## src/rtl/fetch_pkg.sv

```systemverilog
// fetch_pkg: shared types and default widths for the instruction-fetch front end.
//   fetch_state_t : sequencer state encoding (IDLE, FETCH, HOLD, DRAIN)
//   ADDR_W_DEF    : default PC / ROM word-address width
//   DATA_W_DEF    : default instruction width
//   RESET_PC_DEF  : default first fetch address after reset
package fetch_pkg;

  localparam int ADDR_W_DEF   = 6;
  localparam int DATA_W_DEF   = 32;
  localparam int RESET_PC_DEF = 0;

  typedef enum logic [1:0] {
    IDLE  = 2'd0,
    FETCH = 2'd1,
    HOLD  = 2'd2,
    DRAIN = 2'd3
  } fetch_state_t;

  // States in which a ROM transaction may be outstanding.
  function automatic logic is_req_state(input fetch_state_t st);
    return (st == FETCH) || (st == DRAIN);
  endfunction

endpackage

```

## src/rtl/pc_next_sel.sv

```systemverilog
// pc_next_sel: combinational next-PC priority mux.
//   pc                 : current program counter
//   flush, flush_pc    : exception redirect request and target (highest priority)
//   branch_flag,
//   branch_target_addr : taken-branch redirect request and target
//   redirect           : 1 when either redirect source is active
//   pc_next_sel_pc     : flush_pc, else branch_target_addr, else pc+1 (wraps)
module pc_next_sel
  import fetch_pkg::*;
#(
  parameter int ADDR_W = ADDR_W_DEF
) (
  input  logic [ADDR_W-1:0] pc,
  input  logic              flush,
  input  logic [ADDR_W-1:0] flush_pc,
  input  logic              branch_flag,
  input  logic [ADDR_W-1:0] branch_target_addr,
  output logic              redirect,
  output logic [ADDR_W-1:0] pc_next_sel_pc
);

  logic [ADDR_W-1:0] pc_inc;

  // Plain ADDR_W-bit add: the top address rolls over to 0 with no carry out.
  assign pc_inc   = pc + {{(ADDR_W-1){1'b0}}, 1'b1};
  assign redirect = flush | branch_flag;

  always_comb begin
    pc_next_sel_pc = pc_inc;
    if (flush) begin
      pc_next_sel_pc = flush_pc;
    end else if (branch_flag) begin
      pc_next_sel_pc = branch_target_addr;
    end
  end

endmodule

```

## src/rtl/inst_fetch_ctrl.sv

```systemverilog
// inst_fetch_ctrl: instruction-fetch sequencer. Owns the PC, issues ROM
// requests over a req/ack handshake and holds one fetched instruction for
// decode under a valid/ready handshake.
//   clk, rst           : clock (rising edge), asynchronous active-low reset
//   flush, flush_pc    : exception redirect (beats branch)
//   branch_flag,
//   branch_target_addr : taken-branch redirect
//   stall              : blocks the hand-off to decode only
//   ce                 : ROM enable, low only in IDLE
//   rom_req, rom_addr  : fetch request and address
//   rom_ack, rom_data  : ROM completion and read data
//   inst_valid,
//   inst_ready         : decode handshake
//   inst, inst_pc      : held instruction and its address
module inst_fetch_ctrl
  import fetch_pkg::*;
#(
  parameter int ADDR_W   = ADDR_W_DEF,
  parameter int DATA_W   = DATA_W_DEF,
  parameter int RESET_PC = RESET_PC_DEF
) (
  input  logic              clk,
  input  logic              rst,
  input  logic              flush,
  input  logic [ADDR_W-1:0] flush_pc,
  input  logic              branch_flag,
  input  logic [ADDR_W-1:0] branch_target_addr,
  input  logic              stall,
  output logic              ce,
  output logic              rom_req,
  output logic [ADDR_W-1:0] rom_addr,
  input  logic              rom_ack,
  input  logic [DATA_W-1:0] rom_data,
  output logic              inst_valid,
  input  logic              inst_ready,
  output logic [DATA_W-1:0] inst,
  output logic [ADDR_W-1:0] inst_pc
);

  localparam logic [ADDR_W-1:0] RESET_PC_W = ADDR_W'(RESET_PC);

  fetch_state_t      state_reg, state_next;
  logic [ADDR_W-1:0] pc_reg, pc_next;
  logic [DATA_W-1:0] inst_reg, inst_next;
  logic [ADDR_W-1:0] inst_pc_reg, inst_pc_next;
  logic              inst_valid_reg, inst_valid_next;
  // Address of the request being drained: pc already points at the redirect
  // target, but the ROM must keep seeing the old address until it acks.
  logic [ADDR_W-1:0] drain_addr_reg, drain_addr_next;
  // One-cycle request gap after a drained ack, so the ROM sees req drop
  // between the abandoned transaction and the new one.
  logic              gap_reg, gap_next;

  logic              redirect;
  logic [ADDR_W-1:0] sel_pc;
  logic              accept;

  pc_next_sel #(
    .ADDR_W(ADDR_W)
  ) u_pc_next_sel (
    .pc                 (pc_reg),
    .flush              (flush),
    .flush_pc           (flush_pc),
    .branch_flag        (branch_flag),
    .branch_target_addr (branch_target_addr),
    .redirect           (redirect),
    .pc_next_sel_pc     (sel_pc)
  );

  assign accept = inst_valid_reg & inst_ready & ~stall;

  always_ff @(posedge clk or negedge rst) begin
    if (!rst) begin
      state_reg      <= IDLE;
      pc_reg         <= RESET_PC_W;
      inst_reg       <= '0;
      inst_pc_reg    <= '0;
      inst_valid_reg <= 1'b0;
      drain_addr_reg <= '0;
      gap_reg        <= 1'b0;
    end else begin
      state_reg      <= state_next;
      pc_reg         <= pc_next;
      inst_reg       <= inst_next;
      inst_pc_reg    <= inst_pc_next;
      inst_valid_reg <= inst_valid_next;
      drain_addr_reg <= drain_addr_next;
      gap_reg        <= gap_next;
    end
  end

  always_comb begin
    state_next      = state_reg;
    pc_next         = pc_reg;
    inst_next       = inst_reg;
    inst_pc_next    = inst_pc_reg;
    inst_valid_next = inst_valid_reg;
    drain_addr_next = drain_addr_reg;
    gap_next        = 1'b0;

    case (state_reg)
      IDLE: begin
        state_next = FETCH;
      end

      FETCH: begin
        if (gap_reg) begin
          // No request is on the bus this cycle; a redirect just retargets.
          if (redirect) begin
            pc_next         = sel_pc;
            inst_valid_next = 1'b0;
          end
        end else if (redirect) begin
          pc_next         = sel_pc;
          inst_valid_next = 1'b0;
          if (!rom_ack) begin
            drain_addr_next = pc_reg;
            state_next      = DRAIN;
          end
          // With an ack in the same cycle the data is simply dropped and
          // the next request goes straight out at the target.
        end else if (rom_ack) begin
          inst_next       = rom_data;
          inst_pc_next    = pc_reg;
          inst_valid_next = 1'b1;
          pc_next         = sel_pc;
          state_next      = HOLD;
        end
      end

      HOLD: begin
        if (redirect) begin
          // Redirect drops the held instruction even if decode takes it now.
          pc_next         = sel_pc;
          inst_valid_next = 1'b0;
          state_next      = FETCH;
        end else if (accept) begin
          inst_valid_next = 1'b0;
          state_next      = FETCH;
        end
      end

      DRAIN: begin
        if (redirect) begin
          pc_next         = sel_pc;
          inst_valid_next = 1'b0;
        end
        if (rom_ack) begin
          state_next = FETCH;
          gap_next   = 1'b1;
        end
      end

      default: begin
        state_next = IDLE;
      end
    endcase
  end

  assign ce         = (state_reg != IDLE);
  assign rom_req    = is_req_state(state_reg) & ~((state_reg == FETCH) & gap_reg);
  assign rom_addr   = (state_reg == DRAIN) ? drain_addr_reg : pc_reg;
  assign inst_valid = inst_valid_reg;
  assign inst       = inst_reg;
  assign inst_pc    = inst_pc_reg;

endmodule
```

## config.mk

```make
export PLATFORM = sky130hd
export DESIGN_NAME = inst_fetch_ctrl
export DESIGN_NICKNAME = d
export VERILOG_FILES = /design/src/rtl/fetch_pkg.sv /design/src/rtl/pc_next_sel.sv /design/src/rtl/inst_fetch_ctrl.sv
export SDC_FILE = /design/constraint.sdc
export NUM_CORES = 1
export LEC_CHECK = 0
export ABC_AREA = 1
export CORE_UTILIZATION = 43
export CTS_CLUSTER_SIZE = 25
export DETAILED_ROUTE_END_ITERATION = 8
export PLACE_DENSITY = 0.76
export SLEW_MARGIN = 5
export SYNTH_ARGS = -nofsm -noshare
export SYNTH_HDL_FRONTEND = slang
export SYNTH_SLANG_ARGS = --single-unit
export TNS_END_PERCENT = 1
```

## constraint.sdc

```tcl
create_clock -name clk -period 1.5 [get_ports clk]
set_clock_uncertainty 0.05 [all_clocks]
set_input_delay 0.3 -clock clk [delete_from_list [all_inputs] [get_ports clk]]
set_output_delay 0.3 -clock clk [all_outputs]
set_load 0.05 [all_outputs]
```

# Word-level counts from Yosys, hierarchy flattened
# Index checks and enable logic that the tools add are counted.
dict set report word_totals {
  reg_bits 54
  inputBits 51
}
dict set report op_classes {
  n_addsub 1
  eq_ne 9
  mux 25
  n_bitwise 10
  reduce_logical 11
}
# op n
set ops {}
lappend ops {{two-way mux 6 bit} 7}
lappend ops {{two-way mux 2 bit} 7}
lappend ops {{case mux 6 bit (2 select lines)} 1}
lappend ops {{inequality test 3 bit, second input constant} 3}
lappend ops {{two-way mux 1 bit} 8}
lappend ops {{case mux 2 bit (4 select lines)} 1}
lappend ops {{AND reduction 4 bit} 2}
lappend ops {{adder 6 x 1 -> 6 bit, second input constant} 1}
lappend ops {{NOT 1 bit} 5}
lappend ops {{AND reduction 5 bit} 1}
lappend ops {{AND 1 bit} 4}
lappend ops {{== test 2 bit, second input constant} 2}
lappend ops {{inequality test 2 bit, second input constant} 2}
lappend ops {{inequality test 4 bit, second input constant} 1}
lappend ops {{nonzero test 2 bit} 2}
lappend ops {{case mux 1 bit (3 select lines)} 1}
lappend ops {{AND reduction 3 bit} 1}
lappend ops {{nonzero test 3 bit} 1}
lappend ops {{== test 2 x 1 -> 1 bit, second input constant} 1}
lappend ops {{zero test 2 bit} 1}
lappend ops {{AND reduction 2 bit} 1}
lappend ops {{OR reduction 2 bit} 1}
lappend ops {{logical OR 1 bit} 1}
lappend ops {{OR 1 bit} 1}

# Depth between registers and ports, before layout
dict set report logic_depth {
  word_depth 7
  mapped_depth 8
  ltp_nobuf 8
}

# Cells and area by module
# Synthesis repeated with hierarchy kept, for this count alone.
dict set report hier_totals {
  hier_cells 311
  hier_area_um2 2451.1
}
# module n_inst cells_per_inst area_per_inst_um2 seq_area_each_um2
set by_module_without_submodules {}
lappend by_module_without_submodules {inst_fetch_ctrl 1 263 2223.4 1351.3}
lappend by_module_without_submodules {pc_next_sel 1 48 227.7 0.0}

# Worst setup path before layout
# OpenSTA, ideal clock, no wires.
dict set report synth_timing {
  path_kind {reg2out}
  from {reg state_reg[1]}
  to {out rom_addr[3]}
  arrival_ns 1.661
  required_time_ns 1.150
  setup_slack_ns -0.511
  stages_incl_launch_ff 5
  cell_sequence {dfrtp_1 -> nand2_1 -> clkbuf_1 -> nor2_1 -> a21oi_1}
}
dict set report synth_between {
  elab_chain_len 2
}
# item line_no
set synth_rtl {}
lappend synth_rtl {{start, declared} inst_fetch_ctrl.sv:42} ;# fetch_state_t state_reg, state_next;
lappend synth_rtl {{start signal, assigned} inst_fetch_ctrl.sv:82} ;# state_reg <= state_next;
lappend synth_rtl {{== test 2 bit} inst_fetch_ctrl.sv:162} ;# assign rom_addr = (state_reg == DRAIN) ? drain_addr_reg : pc_reg;
lappend synth_rtl {{two-way mux 6 bit} inst_fetch_ctrl.sv:162}
lappend synth_rtl {{end, declared} inst_fetch_ctrl.sv:31} ;# output logic [ADDR_W-1:0] rom_addr,
# No other way between the ends.

# Worst setup path in the final report
# Same ends and word-level chain as after synthesis.

==> summary.md <==
| Metric | Value |
|---|---|
| Power Density | `2460 mW/mm²` |
| Mapped Area | `0.00242 mm²` |
| Clk slew on worst S/H paths | `90 ps` |
| CP Cell Sequence | `nand2_4 -> buf_8 -> a21oi_4 -> buf_12` |
| Place WS | `-275 ps` |
| Setup Buffers After CTS | `0` |
| Synth Net Count | `between 300 and 400` |
| Setup ws final | `-97.8 ps` |
| Fin. Hold Viols | `0` |
| Outcome | `finished, violations left` |
| 1st-iter DRT viols | `116` |
| Residual DRC | `0` |
| Primary FF master, synth | `dfrtp_1` |
| Synth area leaders | `dfrtp_1 (56%), nand2_1 (22%), nor2_1 (3.3%)` |
| H-tree Lvls | `2` |
| Async S/R FF share, synth | `100%` |
| Fin crit share | `107%` |
| CP bufs+invs | `2` |
| Slew @ Worst Pin | `between 200 and 300 ps` |
| Multi-input logic area | `a little over 0.001 mm²` |
| Nets | `469` |
| Worst Path Required | `approximately 1200 ps` |
| Via-per-instance ratio | `4.91` |
| Top post-synthesis cells by count | `nand2_1 (144), dfrtp_1 (54), nor2_1 (21)` |
| Starting Density | `about 46%` |
| Global route total overflow | `0` |
| Register area | `about 0.0014 mm²` |
| Worst setup SP type | `flip-flop` |
| Clock sinks | `54` |
| Pleak | `2.11 nW` |
| Area growth syn-to-layout | `78.7%` |
| DIE HEIGHT | `between 70 and 80 µm` |
| Initial DRT Pass Iterations | `4` |
| Max FFs per register | `32` |
| RSZ-0062 raised after global routing | `yes` |
| WL per Instance | `about 13 µm` |
| Slowest CP cell | `dfrtp_1` |
| Top Ports | `around 100` |
| TNS Setup | `-697 ps` |
| Distinct cells, synth | `21` |
| DRT Wirelength | `6.47 mm` |
| Layout fillers | `330` |
| Fmax | `626 MHz` |
| Final setup fails | `8` |
| Final min period | `1600 ps` |
| Post-Syn Area per Cell | `8.07 µm²` |
| Crit path max-delay family | `flip-flops` |
| YS warnings | `0` |
| Clk Latency, worst-skew pair | `300 ps` |
| Post-synthesis sequential area ratio | `55.8%` |
| Yosys top cell area share | `about 56%` |
| GRT Overall Usage | `23.3%` |
| Number of synthesized flops with an enable pin | `0` |
| Crit end category | `output pin` |
| Most common cell in the synthesized netlist | `nand2_1` |
| CP max stage delay | `400 ps` |
| Crit-path max FO | `8` |
| RD Place Congestion | `0.872` |
| Die extent in x | `77.0 µm` |
| Largest net degree at the start of global routing | `55` |
| Crit path DAT | `1250 ps` |
| First-pass GRT wire length | `10.9 mm` |
| Clock root cell | `clkbuf_8` |
| Die ar. | `0.00593 mm²` |
| Initial antenna violation count | `0` |
| Row count | `26` |
| Post-DP HPWL | `~4.8 mm` |
| Port bufs | `97` |
| Layout cells sized above 1 | `22.5%` |
| CTS tree | `yes` |
| Vias in the first global route | `2,355` |
| Fin. max-slew vios | `0` |
| Detail Route Antenna Nets | `0` |
| Syn Inst Count | `300` |
| Clk buf depth | `2` |
| Total power | `10.6 mW` |
| Setup CP Type | `flip-flop to output pin` |
| Failing checks | `negative setup slack` |
| Core area | `0.00527 mm²` |
| Max-Cap Viols | `0` |
| Hold crit path type | `flip-flop to flip-flop` |
| CTS buffer count | `5` |
| FF+latch count, synth | `54` |
| Ant diodes | `0` |
| Leading area contributor after synthesis | `dfrtp_1` |
| DR vias | `2,391` |
| Worst VDD drop | `0.00135 V` |
| Slew margin rel. | `81.1%` |
==> repair_timing <==
action	CTS	global route
setup endpoints to repair	9	56
endpoints found under the hold margin	54	0
pin swaps	7	1
resized for setup	13	3
hold buffers	1	0
==> final timing paths <==
check                                  start                 to  slack, ps  depth (start not counted)
setup / recovery                state_reg[1]        rom_addr[3]       -100                          4
setup reg to reg                state_reg[0]           inst[16]          0                          8
hold reg to reg            drain_addr_reg[4]  drain_addr_reg[4]        450                          2
min in group asynchronous                rst         inst_pc[5]        480                          3
max in group asynchronous                rst         inst_valid        690                          3
hold / removal             drain_addr_reg[4]  drain_addr_reg[4]        450                          2
==> worst register-to-register path: cells and delay by family (launching register included) <==
kind | cells | cell delay [ps]
flops | 1 | 400
simple gates | 4 | 490
buf+inv | 4 | 510
==> per-layer routing <==
layer  vias up  share of wire, %  global-route usage, %
li1       1172                 -                      -
met1      1122                42                   29.6
met2        89                51                   41.1
met3         8               5.6                   3.93
met4         0               1.3                   6.23
met5         -                 0                      0
==> through the flow <==
step | cells | hold slack, ps | utilization [%] | cell area, µm²
after floorplan | 300 | -45.6 | - | 2500
after CTS | 487 | 451 | 81.8 | 4310
after global routing | 487 | 482 | 82.1 | 4320
after detailed placement | 479 | 270 | 78.7 | 4150
after global placement | 479 | 266 | 78.7 | 4150
final | 487 | 449 | 82.1 | 4320
==> report_power, final <==
group          leakage (nW)  internal [mW]  switching (mW)
logic                  1.39           3.18            3.68
registers             0.668           2.11           0.693
clock network        0.0573          0.534           0.437
total                  2.11           5.82            4.81
==> final cells by class <==
cell class / count / share of cell area [%]
clock inverter: 1 / 0.694
tap: 70 / 2.03
timing repair buffer: 120 / 38.3
sequential: 54 / 31.3
clock buffer: 6 / 1.91
inverter: 19 / 1.82
multi-input combinational: 217 / 24.0
==> cell usage in the layout, fill, tap and decap left out, types with 2 or more instances in the layout <==
cell type / instances
a21oi_4: 6
o21ai_0: 9
nand3_1: 10
clkdlybuf4s50_1: 48
nand2_1: 141
o21ai_1: 7
inv_1: 16
clkbuf_8: 6
nand4_1: 4
nand2_4: 2
nand3b_1: 2
nor2_1: 21
buf_4: 17
nor2_4: 2
buf_6: 2
a21oi_1: 6
dfrtp_1: 54
buf_12: 49
==> kinds of logic (layout without fill, tap and decap cells) <==
family	Yosys count	after routing	share of synthesized area, %
AND/OR/NAND/NOR	185	185	31.5
flip-flops	54	54	55.8
AO/OA/AOI/OAI	31	31	6.62
buffers and inverters	29	146	5.48
adder cells (fa/ha/maj)	1	1	0.517
Note: power is estimated with default switching activity, not from simulation.
